===== src/rtl/brick_ctrl_pkg.sv =====
// brick_ctrl_pkg: shared widths, key bit positions, brick/state encodings and
// position helpers for the active-brick sequencer.
// A position packs a 4-bit column above a 5-bit row: {x, y}.
package brick_ctrl_pkg;

    localparam int X_LEN          = 4;
    localparam int Y_LEN          = 5;
    localparam int POS_LEN        = X_LEN + Y_LEN;
    localparam int DIR_LEN        = 2;
    localparam int BRICK_LEN      = 3;
    localparam int KEY_PRESS_LEN  = 6;
    localparam int BCTL_STATE_LEN = 3;

    // Bit positions inside key_press_1plus.
    localparam int KEY_UP      = 0;
    localparam int KEY_DOWN    = 1;
    localparam int KEY_LEFT    = 2;
    localparam int KEY_RIGHT   = 3;
    localparam int KEY_SPACE   = 4;
    localparam int KEY_RIGHT_3 = 5;

    // Type 0 is reserved as "no brick" so an empty hold slot is distinguishable.
    localparam logic [BRICK_LEN-1:0] BRICK_I = 3'd1;

    typedef enum logic [BCTL_STATE_LEN-1:0] {
        BCTL_IDLE  = 3'd0,
        BCTL_CHECK = 3'd1,
        BCTL_PLACE = 3'd2,
        BCTL_CLEAR = 3'd3,
        BCTL_SPAWN = 3'd4,
        BCTL_OVER  = 3'd5
    } bctl_state_e;

    typedef enum logic [1:0] {
        TRY_MOVE  = 2'd0,
        TRY_DROP  = 2'd1,
        TRY_SPAWN = 2'd2
    } try_kind_e;

    function automatic logic [POS_LEN-1:0] make_pos(input logic [X_LEN-1:0] x,
                                                    input logic [Y_LEN-1:0] y);
        return {x, y};
    endfunction

    function automatic logic [X_LEN-1:0] pos_x(input logic [POS_LEN-1:0] p);
        return p[POS_LEN-1:Y_LEN];
    endfunction

    function automatic logic [Y_LEN-1:0] pos_y(input logic [POS_LEN-1:0] p);
        return p[Y_LEN-1:0];
    endfunction

endpackage


===== src/rtl/brick_ctrl_gravity_timer.sv =====
// brick_ctrl_gravity_timer: free-running gravity step counter. tick is high in
// the cycle the count sits at TICKS-1; the count then wraps to 0.
// restart forces the count back to 0 and suppresses that cycle's tick.
module brick_ctrl_gravity_timer #(
    parameter int TICKS = 1500
) (
    input  logic clk,
    input  logic rst,
    input  logic en,
    input  logic restart,
    output logic tick
);

    localparam int CW = (TICKS > 2) ? $clog2(TICKS) : 1;
    localparam logic [CW-1:0] LAST = CW'(TICKS - 1);
    localparam logic [CW-1:0] ONE  = CW'(1);

    logic [CW-1:0] r_cnt;

    assign tick = en && !restart && (r_cnt == LAST);

    // Count while enabled, wrapping at TICKS-1; restart has priority.
    always_ff @(posedge clk or posedge rst) begin
        if (rst)
            r_cnt <= '0;
        else if (restart)
            r_cnt <= '0;
        else if (en)
            r_cnt <= (r_cnt == LAST) ? '0 : r_cnt + ONE;
    end

endmodule


===== src/rtl/brick_ctrl.sv =====
// brick_ctrl: active-brick game-play sequencer. Arbitrates key pulses and
// gravity into try-moves, validates them against the external collision
// check, places bricks, handshakes line clear and spawns the next brick.
// Optional hold slot (RIGHT_3 key) is built when BRICK_CTRL_HOLD_EN is defined.
//
// state | meaning
// IDLE  | waiting for a key or pending gravity step
// CHECK | try_* registers loaded, sampling is_collided
// PLACE | one-cycle place_pulse writes the brick into the board
// CLEAR | clr_req held until the line-clear unit reports clr_done
// SPAWN | load next_type at the spawn point, acknowledge the generator
// OVER  | spawn collided; frozen until reset
module brick_ctrl
    import brick_ctrl_pkg::*;
#(
    parameter int GRAVITY_TICKS = 1500,
    parameter int SPAWN_X       = 6,
    parameter int SPAWN_Y       = 18
) (
    input  logic                      main_clk,
    input  logic                      rst_1plus,
    input  logic [KEY_PRESS_LEN-1:0]  key_press_1plus,
    input  logic                      is_collided,
    input  logic [POS_LEN-1:0]        shadow_pos,
    input  logic [BRICK_LEN-1:0]      next_type,
    input  logic                      clr_done,
    output logic [POS_LEN-1:0]        cur_pos,
    output logic [DIR_LEN-1:0]        dir,
    output logic [BRICK_LEN-1:0]      brick_type,
    output logic [POS_LEN-1:0]        try_pos,
    output logic [DIR_LEN-1:0]        try_dir,
    output logic [BRICK_LEN-1:0]      try_type,
    output logic                      place_pulse,
    output logic                      clr_req,
    output logic                      next_ack,
    output logic                      game_over,
`ifdef BRICK_CTRL_HOLD_EN
    output logic [BRICK_LEN-1:0]      hold_type_o,
`endif
    output logic [BCTL_STATE_LEN-1:0] state_dbg
);

    localparam logic [POS_LEN-1:0] SPAWN_POS = make_pos(X_LEN'(SPAWN_X), Y_LEN'(SPAWN_Y));
    localparam logic [X_LEN-1:0]   X_ONE     = X_LEN'(1);
    localparam logic [Y_LEN-1:0]   Y_ONE     = Y_LEN'(1);
    localparam logic [DIR_LEN-1:0] DIR_ONE   = DIR_LEN'(1);

    bctl_state_e          r_state,      w_state_nxt;
    try_kind_e            r_kind,       w_kind_nxt;
    logic [POS_LEN-1:0]   r_cur_pos,    w_cur_pos_nxt;
    logic [DIR_LEN-1:0]   r_dir,        w_dir_nxt;
    logic [BRICK_LEN-1:0] r_brick_type, w_brick_type_nxt;
    logic [POS_LEN-1:0]   r_try_pos,    w_try_pos_nxt;
    logic [DIR_LEN-1:0]   r_try_dir,    w_try_dir_nxt;
    logic [BRICK_LEN-1:0] r_try_type,   w_try_type_nxt;
    logic                 r_grav_pend;
    logic                 w_grav_clr;
    logic                 w_restart;
    logic                 w_tick;
    logic                 w_grav_en;

`ifdef BRICK_CTRL_HOLD_EN
    logic [BRICK_LEN-1:0] r_hold_type, w_hold_type_nxt;
    logic                 r_hold_used, w_hold_used_nxt;
    assign hold_type_o = r_hold_type;
`else
    logic w_unused_right_3;
    assign w_unused_right_3 = key_press_1plus[KEY_RIGHT_3];
`endif

    assign w_grav_en = (r_state != BCTL_OVER);

    brick_ctrl_gravity_timer #(.TICKS(GRAVITY_TICKS)) u_gravity (
        .clk     (main_clk),
        .rst     (rst_1plus),
        .en      (w_grav_en),
        .restart (w_restart),
        .tick    (w_tick)
    );

    // Gravity request latch: a new tick always wins over a same-cycle service.
    always_ff @(posedge main_clk or posedge rst_1plus) begin
        if (rst_1plus)
            r_grav_pend <= 1'b0;
        else
            r_grav_pend <= w_tick | (r_grav_pend & ~w_grav_clr);
    end

    // State and brick registers.
    always_ff @(posedge main_clk or posedge rst_1plus) begin
        if (rst_1plus) begin
            r_state      <= BCTL_IDLE;
            r_kind       <= TRY_MOVE;
            r_cur_pos    <= SPAWN_POS;
            r_dir        <= '0;
            r_brick_type <= BRICK_I;
            r_try_pos    <= SPAWN_POS;
            r_try_dir    <= '0;
            r_try_type   <= BRICK_I;
`ifdef BRICK_CTRL_HOLD_EN
            r_hold_type  <= '0;
            r_hold_used  <= 1'b0;
`endif
        end else begin
            r_state      <= w_state_nxt;
            r_kind       <= w_kind_nxt;
            r_cur_pos    <= w_cur_pos_nxt;
            r_dir        <= w_dir_nxt;
            r_brick_type <= w_brick_type_nxt;
            r_try_pos    <= w_try_pos_nxt;
            r_try_dir    <= w_try_dir_nxt;
            r_try_type   <= w_try_type_nxt;
`ifdef BRICK_CTRL_HOLD_EN
            r_hold_type  <= w_hold_type_nxt;
            r_hold_used  <= w_hold_used_nxt;
`endif
        end
    end

    // Next-state logic: request arbitration, collision outcome, handshakes.
    always_comb begin
        w_state_nxt      = r_state;
        w_kind_nxt       = r_kind;
        w_cur_pos_nxt    = r_cur_pos;
        w_dir_nxt        = r_dir;
        w_brick_type_nxt = r_brick_type;
        w_try_pos_nxt    = r_try_pos;
        w_try_dir_nxt    = r_try_dir;
        w_try_type_nxt   = r_try_type;
        w_grav_clr       = 1'b0;
        w_restart        = 1'b0;
`ifdef BRICK_CTRL_HOLD_EN
        w_hold_type_nxt  = r_hold_type;
        w_hold_used_nxt  = r_hold_used;
`endif
        case (r_state)
            BCTL_IDLE: begin
                if (key_press_1plus[KEY_SPACE]) begin
                    w_cur_pos_nxt = shadow_pos;
                    w_state_nxt   = BCTL_PLACE;
                end
`ifdef BRICK_CTRL_HOLD_EN
                else if (key_press_1plus[KEY_RIGHT_3] && !r_hold_used) begin
                    w_hold_used_nxt = 1'b1;
                    w_hold_type_nxt = r_brick_type;
                    if (r_hold_type == '0) begin
                        w_state_nxt = BCTL_SPAWN;
                    end else begin
                        w_try_pos_nxt  = SPAWN_POS;
                        w_try_dir_nxt  = '0;
                        w_try_type_nxt = r_hold_type;
                        w_kind_nxt     = TRY_SPAWN;
                        w_state_nxt    = BCTL_CHECK;
                    end
                end
`endif
                else if (r_grav_pend || key_press_1plus[KEY_DOWN]) begin
                    w_try_pos_nxt  = make_pos(pos_x(r_cur_pos), pos_y(r_cur_pos) - Y_ONE);
                    w_try_dir_nxt  = r_dir;
                    w_try_type_nxt = r_brick_type;
                    w_kind_nxt     = TRY_DROP;
                    w_grav_clr     = 1'b1;
                    w_state_nxt    = BCTL_CHECK;
                end else if (key_press_1plus[KEY_UP]) begin
                    w_try_pos_nxt  = r_cur_pos;
                    w_try_dir_nxt  = r_dir + DIR_ONE;
                    w_try_type_nxt = r_brick_type;
                    w_kind_nxt     = TRY_MOVE;
                    w_state_nxt    = BCTL_CHECK;
                end else if (key_press_1plus[KEY_LEFT]) begin
                    w_try_pos_nxt  = make_pos(pos_x(r_cur_pos) - X_ONE, pos_y(r_cur_pos));
                    w_try_dir_nxt  = r_dir;
                    w_try_type_nxt = r_brick_type;
                    w_kind_nxt     = TRY_MOVE;
                    w_state_nxt    = BCTL_CHECK;
                end else if (key_press_1plus[KEY_RIGHT]) begin
                    w_try_pos_nxt  = make_pos(pos_x(r_cur_pos) + X_ONE, pos_y(r_cur_pos));
                    w_try_dir_nxt  = r_dir;
                    w_try_type_nxt = r_brick_type;
                    w_kind_nxt     = TRY_MOVE;
                    w_state_nxt    = BCTL_CHECK;
                end
            end
            BCTL_CHECK: begin
                if (!is_collided) begin
                    w_cur_pos_nxt    = r_try_pos;
                    w_dir_nxt        = r_try_dir;
                    w_brick_type_nxt = r_try_type;
                    w_restart        = (r_kind == TRY_SPAWN);
                    w_state_nxt      = BCTL_IDLE;
                end else begin
                    case (r_kind)
                        TRY_MOVE: w_state_nxt = BCTL_IDLE;
                        TRY_DROP: w_state_nxt = BCTL_PLACE;
                        default:  w_state_nxt = BCTL_OVER;
                    endcase
                end
            end
            BCTL_PLACE: begin
`ifdef BRICK_CTRL_HOLD_EN
                w_hold_used_nxt = 1'b0;
`endif
                w_state_nxt = BCTL_CLEAR;
            end
            BCTL_CLEAR: begin
                if (clr_done)
                    w_state_nxt = BCTL_SPAWN;
            end
            BCTL_SPAWN: begin
                w_try_pos_nxt  = SPAWN_POS;
                w_try_dir_nxt  = '0;
                w_try_type_nxt = next_type;
                w_kind_nxt     = TRY_SPAWN;
                w_state_nxt    = BCTL_CHECK;
            end
            BCTL_OVER: begin
                w_state_nxt = BCTL_OVER;
            end
            default: begin
                w_state_nxt = BCTL_IDLE;
            end
        endcase
    end

    assign cur_pos     = r_cur_pos;
    assign dir         = r_dir;
    assign brick_type  = r_brick_type;
    assign try_pos     = r_try_pos;
    assign try_dir     = r_try_dir;
    assign try_type    = r_try_type;
    assign place_pulse = (r_state == BCTL_PLACE);
    assign clr_req     = (r_state == BCTL_CLEAR);
    assign next_ack    = (r_state == BCTL_SPAWN);
    assign game_over   = (r_state == BCTL_OVER);
    assign state_dbg   = r_state;

endmodule


===== config.mk =====
export PLATFORM = sky130hd
export DESIGN_NAME = brick_ctrl
export DESIGN_NICKNAME = d
export VERILOG_FILES = /design/src/rtl/brick_ctrl_pkg.sv /design/src/rtl/brick_ctrl_gravity_timer.sv /design/src/rtl/brick_ctrl.sv
export SDC_FILE = /design/constraint.sdc
export NUM_CORES = 1
export LEC_CHECK = 0
export ABC_AREA = 1
export CELL_PAD_IN_SITES_DETAIL_PLACEMENT = 1
export CELL_PAD_IN_SITES_GLOBAL_PLACEMENT = 2
export CORE_MARGIN = 2
export CORE_UTILIZATION = 26
export CTS_CLUSTER_DIAMETER = 150
export DETAILED_ROUTE_END_ITERATION = 10
export PLACE_DENSITY_LB_ADDON = 0.08
export SLEW_MARGIN = 5
export SYNTH_ARGS = -nofsm -noshare
export SYNTH_HDL_FRONTEND = slang
export SYNTH_HIERARCHICAL = 1
export SYNTH_SLANG_ARGS = --single-unit

===== constraint.sdc =====
create_clock -name main_clk -period 1.6 [get_ports main_clk]
set_clock_uncertainty 0.2 [all_clocks]
set_input_delay 0.24 -clock main_clk [delete_from_list [all_inputs] [get_ports main_clk]]
set_output_delay 0.24 -clock main_clk [all_outputs]
set_load 0.05 [all_outputs]

==> impl_metrics.csv, run 1 <==
group,metric,value,unit
final_layout,n_fill_cell,1147,
cts,htreeDepth,2,
logic_synthesis,synth-adder-area-share,2.659,%
timing,final.setup.tns,-3961,ps
power_and_ir_drop,pwr-share-seq,22.1,%
routing,topRoutingLayerUsed,"met4",
die,boundaryPins,57,
timing,finalSetupViolCount,43,
worst_setup_path,arrival,1310,ps
logic_synthesis,muxShareOfSynthArea,0,%
final_layout,final_area,4778,sq um
timing,finalWorstSetupSlack,-151.3,ps
routing,met1_length,4.012,mm
timing,rsz0062_at_grt,"true",
worst_setup_path,slowest_delay,460,ps
timing,fin_crit_sh,109.5,%
routing,dr_wl_met2,4.765,mm
logic_synthesis,synth_top_family_by_area,"simple AND/OR/NAND/NOR gates",
worst_setup_path,path_buf_inv,4,
routing,met3_length,187,um
place,gp_congestion,0.7539,
die,rows,36,
job,cap_violations,0,
logic_synthesis,ys_seq_elements,45,
logic_synthesis,synth-simple-area-share,36.99,%
run_status,status,"finished with violations",
power_and_ir_drop,leakagePower,2.274,nW
worst_setup_path,cp_cell_sequence,"buf_4 > nand3_2 > buf_6 > inv_2 > buf_12",
timing,slew_viol_final,0,
die,die_x,104.7,um
worst_setup_path,crit_family,"buffers and inverters",
logic_synthesis,synth_xor_area_share,3.324,%
power_and_ir_drop,power.density,2163,nW/um^2
timing,final_hold_viol_count,0,
die,initial_core_util,26.83,%
routing,drc_errors,0,
place,post_dp_cell_area,4063,sq um
timing,relSlewSlack,67.96,%
cts,numClockSinks,45,
logic_synthesis,synth-compound-area-share,6.885,%
timing,period_needed,1751,ps
routing,antenna_left,0,
final_layout,fin_cells,606,
logic_synthesis,netlist_area,2635,sq um
power_and_ir_drop,swShare,46.49,%
timing,clock.fmax,0.5710,GHz
logic_synthesis,ys_types,32,
worst_setup_path,r2r_slack,-140,ps
routing,drt_wl_total,9.036,mm
die,die_h,104.7,um
worst_setup_path,cp-end-kind,"primary output",
min_path,min_path_type,"in2async",
cts,clk_latency,300,ps
logic_synthesis,syn_inst,350,
worst_setup_path,startpoint_type,"flop",
logic_synthesis,syn-num-nets,377,
place,place.port_buffers,55,
logic_synthesis,ys_warn_count,6,
die,dieArea,10960,sq um
power_and_ir_drop,finalPower,0.01034,W
worst_setup_path,worstSetupPathType,"reg2out",
routing,drt-initial-drc-count,64,
final_layout,drive_above_1_share,47.99,%
cts,clockRootBuffer,"clkbuf_8",
timing,holdWs,81.02,ps
global_routing,grt_first_pass_wirelength,14.74,mm
final_layout,nets,499,
power_and_ir_drop,vdd_drop_max,672.1,uV
final_layout,area_delta_synth_final,81.34,%
routing,vias_per_cell,4.414,
timing,tightest_slew,480.1,ps
place,dpl.cell_count,575,
power_and_ir_drop,comb_power_share,68.8,%
cts,cts_made_buffers,5,
power_and_ir_drop,clkPwrFrac,9.1,%
worst_setup_path,worstPathRequired,1160,ps
routing,dr.pass1.iters,4,
global_routing,track_usage,16.76,%
global_routing,grt_pass1_vias,2896,
global_routing,antenna_found_initial,0,
routing,wire_per_inst,14.91,um
die,design.core.area,9819,sq um
cts,path_clk_slew,90,ps
global_routing,grt_max_degree,35,
power_and_ir_drop,intPower,0.005532,W
place,place_hpwl,6.398,mm
worst_setup_path,crit_slowest_cell,"dfrtp_2",
cts,clock_path_buffers,2,
routing,via_count,2675,
cts,cts_tree,"yes",
final_layout,antenna_cells,0,
global_routing,globalRouteOverflowTotal,0,
run_status,failed_checks,"negative setup slack",
logic_synthesis,avgSynthCellArea,7.529,sq um
worst_setup_path,cp_max_fo,4,
logic_synthesis,yosysSeqAreaShare,43.21,%
power_and_ir_drop,netSwitchingPower,0.004805,W
layer usage:
metal | global-route usage [%] | vias up
met5 | 0 | -
met2 | 29.93 | 30
li1 | - | 1328
met3 | 2.433 | 6
met1 | 21.99 | 1311
met4 | 2.286 | 0
cells by family (layout without fill, tap and decap cells):
group	count (synthesis)	after routing
flip-flops	45	45
buffers and inverters	45	167
AND/OR/NAND/NOR	214	215
XOR/XNOR	10	10
AO/OA/AOI/OAI	31	31
adder cells (fa/ha/maj)	5	5
final timing paths:
| kind | start | end | cells past startpoint |
|---|---|---|---|
| worst max-delay path | state_dbg[1] | clr_req | 5 |
| worst min-delay path | rst_1plus | u_gravity/r_cnt[3] | 2 |
| worst max register to register | state_dbg[1] | u_gravity/r_cnt[0] | 9 |
| worst min register to register | try_type[0] | try_type[0] | 2 |
| max in group asynchronous | rst_1plus | u_gravity/r_cnt[4] | 2 |
| min in group main_clk | try_type[0] | try_type[0] | 2 |
cell usage after synthesis, drive strengths merged:
master | instances | share of area, %
nand2 | 144 | 21
inv | 39 | 5.6
dfrtp | 35 | 33
nand3 | 31 | 7.2
nor2 | 28 | 5.7
o21ai | 22 | 4.2
dfstp | 10 | 10
xor2 | 7 | 2.3
o21bai | 5 | 1.9
buf | 4 | 1.0
ha | 4 | 1.9
or2 | 4 | 0.95
a21oi | 3 | 0.57
nand4 | 3 | 0.71
nor3 | 3 | 1.0
xnor2 | 3 | 1.0
and2 | 1 | 0.24
clkbuf | 1 | 0.14
clkinv | 1 | 0.19
fa | 1 | 0.76
o21a | 1 | 0.29
state kept, by name, indices dropped and copies added, names as in the netlist:
name and cells:
brick_type 3, cur_pos 9, dir 2, r_grav_pend 1, r_kind 2, state_dbg 3
try_dir 2, try_pos 9, try_type 3, u_gravity/r_cnt 11
power by group through the flow:
| stage | Combinational (W) | Clock, W | Sequential (W) |
|---|---|---|---|
| 5_1_grt | 0.00763 | 0.00101 | 0.00236 |
| 6_report | 0.00712 | 0.000937 | 0.00228 |
| 3_5_place_dp | 0.00581 | 0 | 0.00226 |
| 4_1_cts | 0.00658 | 0.000971 | 0.00226 |
| 3_3_place_gp | 0.00569 | 0 | 0.00224 |
| 2_1_floorplan | 0.00197 | 0 | 0.00322 |
worst reg2reg max path, cell delays in order, from the launching register on:
cell	delay [ps]
dfrtp_2	480
nor2_4	130
nand2_2	100
inv_2	90
nand2_4	60
nor3_4	150
inv_1	70
nand2_2	110
o21bai_4	170
o21ai_1	80
metrics by stage:
step / worst slack [ps] / util (%)
floorplan: -225.0 / -
global placement: -410.5 / 41.37
detailed placement: -455.4 / 41.37
CTS: -170.9 / 46.16
global route: -222.1 / 48.66
finish: -151.3 / 48.66
area by class of cell:
cell class / instances / area (sq um) / area share (%)
Clock inverter: 2 / 37.54 / 0.7855
Multi-Input combinational cell: 261 / 1685 / 35.27
Clock buffer: 6 / 82.58 / 1.728
Inverter: 40 / 167.7 / 3.509
Timing Repair Buffer: 119 / 1490 / 31.19
Tap cell: 133 / 166.4 / 3.483
Sequential cell: 45 / 1149 / 24.04
what timing repair did:
action,in CTS,in global routing
gates cloned,1,0
resized for setup,60,66
pin swaps,16,23
buffers inserted,19,5
hold buffers,0,0
endpoints found under the setup margin,44,46
placed cells by master, fill, tap and decap left out, drive strengths merged:
cell and n:
a21oi 3, and2 1, buf 99, bufinv 1, clkbuf 6, clkdlybuf4s50 20
clkinv 1, clkinvlp 2, dfrtp 35, dfstp 10, fa 1, ha 4
inv 38, nand2 145, nand3 31, nand4 3, nor2 28, nor3 3
o21a 1, o21ai 22, o21bai 5, or2 4, xnor2 3, xor2 7
Power figures use the tool's default switching activity.
==> inputs of run 2 (changes only) <==
PLACE_DENSITY = 0.74   (was default)
PLACE_DENSITY_LB_ADDON = default   (was 0.08)
==> impl_metrics.csv, run 2 (synthesis gave the netlist of run 1 again) <==
group,metric,value,unit
min_path,min_path_type,"in2async",
job,cap_violations,0,
die,die_h,104.7,um
worst_setup_path,worstPathRequired,1160,ps
global_routing,track_usage,16.85,%
cts,clk_latency,320,ps
timing,fin_crit_sh,109.3,%
final_layout,drive_above_1_share,44.68,%
run_status,failed_checks,"negative setup slack",
global_routing,grt_max_degree,35,
place,place.port_buffers,55,
cts,postCtsHoldBufs,0,
cts,clockRootBuffer,"clkbuf_8",
cts,cts_tree,"yes",
final_layout,seqCellArea,1149,sq um
worst_setup_path,worstSetupPathType,"reg2out",
global_routing,grt_first_pass_wirelength,14.55,mm
final_layout,area_delta_synth_final,77.35,%
die,rows,36,
timing,clock.fmax,0.5718,GHz
power_and_ir_drop,power.density,2170,nW/um^2
run_status,status,"finished with violations",
die,initial_core_util,26.83,%
place,place_ws,-485.6,ps
routing,antenna_left,0,
worst_setup_path,cp_max_fo,3,
routing,drc_errors,0,
worst_setup_path,startpoint_type,"flop",
final_layout,layout_common_cells,"nand2_1, buf_4, buf_12, dfrtp_1, inv_1",
final_layout,multi_input_area,1627,sq um
timing,slew_viol_final,0,
routing,via_count,2721,
routing,drt-initial-drc-count,51,
worst_setup_path,cp-end-kind,"primary output",
timing,final_hold_viol_count,0,
routing,dr.pass1.iters,3,
global_routing,grt_pass1_vias,2898,
cts,cts_made_buffers,5,
final_layout,n_fill_cell,1171,
cts,numClockSinks,45,
worst_setup_path,arrival,1310,ps
timing,holdWs,89.13,ps
timing,period_needed,1749,ps
final_layout,largest_reg_flops,11,
final_layout,nets,496,
cts,clock_path_buffers,2,
timing,finalSetupViolCount,42,
die,die_x,104.7,um
power_and_ir_drop,leakagePower,2.228,nW
global_routing,antenna_found_initial,0,
timing,relSlewSlack,68.34,%
die,design.core.area,9819,sq um
global_routing,globalRouteOverflowTotal,0,
timing,tightest_slew,474.4,ps
cts,path_clk_slew,80,ps
timing,finalWorstSetupSlack,-148.8,ps
power_and_ir_drop,vdd_drop_max,891.9,uV
routing,wire_per_inst,15.37,um
timing,rsz0062_at_grt,"true",
final_layout,layout_commonest_cell,"nand2_1",
routing,vias_per_cell,4.512,
final_layout,regMostFlops,"u_gravity/r_cnt",
final_layout,antenna_cells,0,
routing,drt_wl_total,9.267,mm
place,place_hpwl,6.496,mm
die,boundaryPins,57,
place,gp_congestion,0.7980,
die,dieArea,10960,sq um
cts,htreeDepth,2,
run 2: cell count changes in the layout (fill, tap and decap cells not counted), sizes merged:
cell,previous run,this run
buf,99,95
clkbuf,6,7
clkdlybuf4s50,20,19
clkinv,1,2
clkinvlp,2,1
dlymetal6s2s,0,1
run 2: final cells by class:
| cell class | instances | share of cell area [%] |
|---|---|---|
| Clock buffer | 6 | 1.553 |
| Tap cell | 133 | 3.561 |
| Multi-Input combinational cell | 261 | 34.81 |
| Inverter | 40 | 3.481 |
| Clock inverter | 2 | 0.7497 |
| Sequential cell | 45 | 24.58 |
| Timing Repair Buffer | 116 | 31.27 |
run 2: metal layers:
metal / GRT usage [%] / vias up / share of wire, %
met5: 0 / - / 0
met4: 4.952 / 0 / 1.4
met3: 2.620 / 7 / 2.5
met2: 30.95 / 40 / 53
met1: 20.20 / 1346 / 43
li1: - / 1328 / -
run 2: what timing repair did:
item | 4_1_cts | 5_1_grt
resized for setup | 37 | 58
pin swaps | 13 | 17
gates cloned | 1 | 1
buffers inserted | 14 | 9
endpoints found under the setup margin | 44 | 48
run 2: worst paths after layout:
kind,cells past startpoint,start,end,slack (ps)
hold reg to reg,2,brick_type[0],brick_type[0],300
hold / removal,2,rst_1plus,u_gravity/r_cnt[10],90
max in group asynchronous,2,rst_1plus,u_gravity/r_cnt[1],790
setup / recovery,5,state_dbg[0],next_ack,-150
setup reg to reg,9,state_dbg[0],cur_pos[8],-110
min in group main_clk,2,brick_type[0],brick_type[0],300
run 2: per-stage QoR:
step           TNS (ps)  util [%]  power, W  instances  cell area (sq um)
2_1_floorplan     -3501         -  0.005188        350               2703
3_3_place_gp     -12790     41.42  0.007965        574               4068
3_5_place_dp     -13640     41.42  0.008099        574               4068
4_1_cts           -2864     44.99  0.009577        595               4418
5_1_grt           -6728     47.59   0.01073        603               4673
6_report          -3247     47.59   0.01014        603               4673
run 2: where the power goes:
group / switching (W) / internal [W]
clock: 0.000431 / 0.000465
combinational: 0.00369 / 0.00325
sequential: 0.000621 / 0.00168
total: 0.00474 / 0.00540
run 2: critical path: stages (launching register included):
cell        delay (ps)
dfrtp_2            420
buf_6              120
nor2_4             150
nand2_4             80
clkinvlp_4          90
buf_12             130
==> inputs of run 3 (changes only) <==
CAP_MARGIN = 20   (was default)
==> results of run 3 <==
No change in the layout: final DEF, timing and power equal those of run 2.
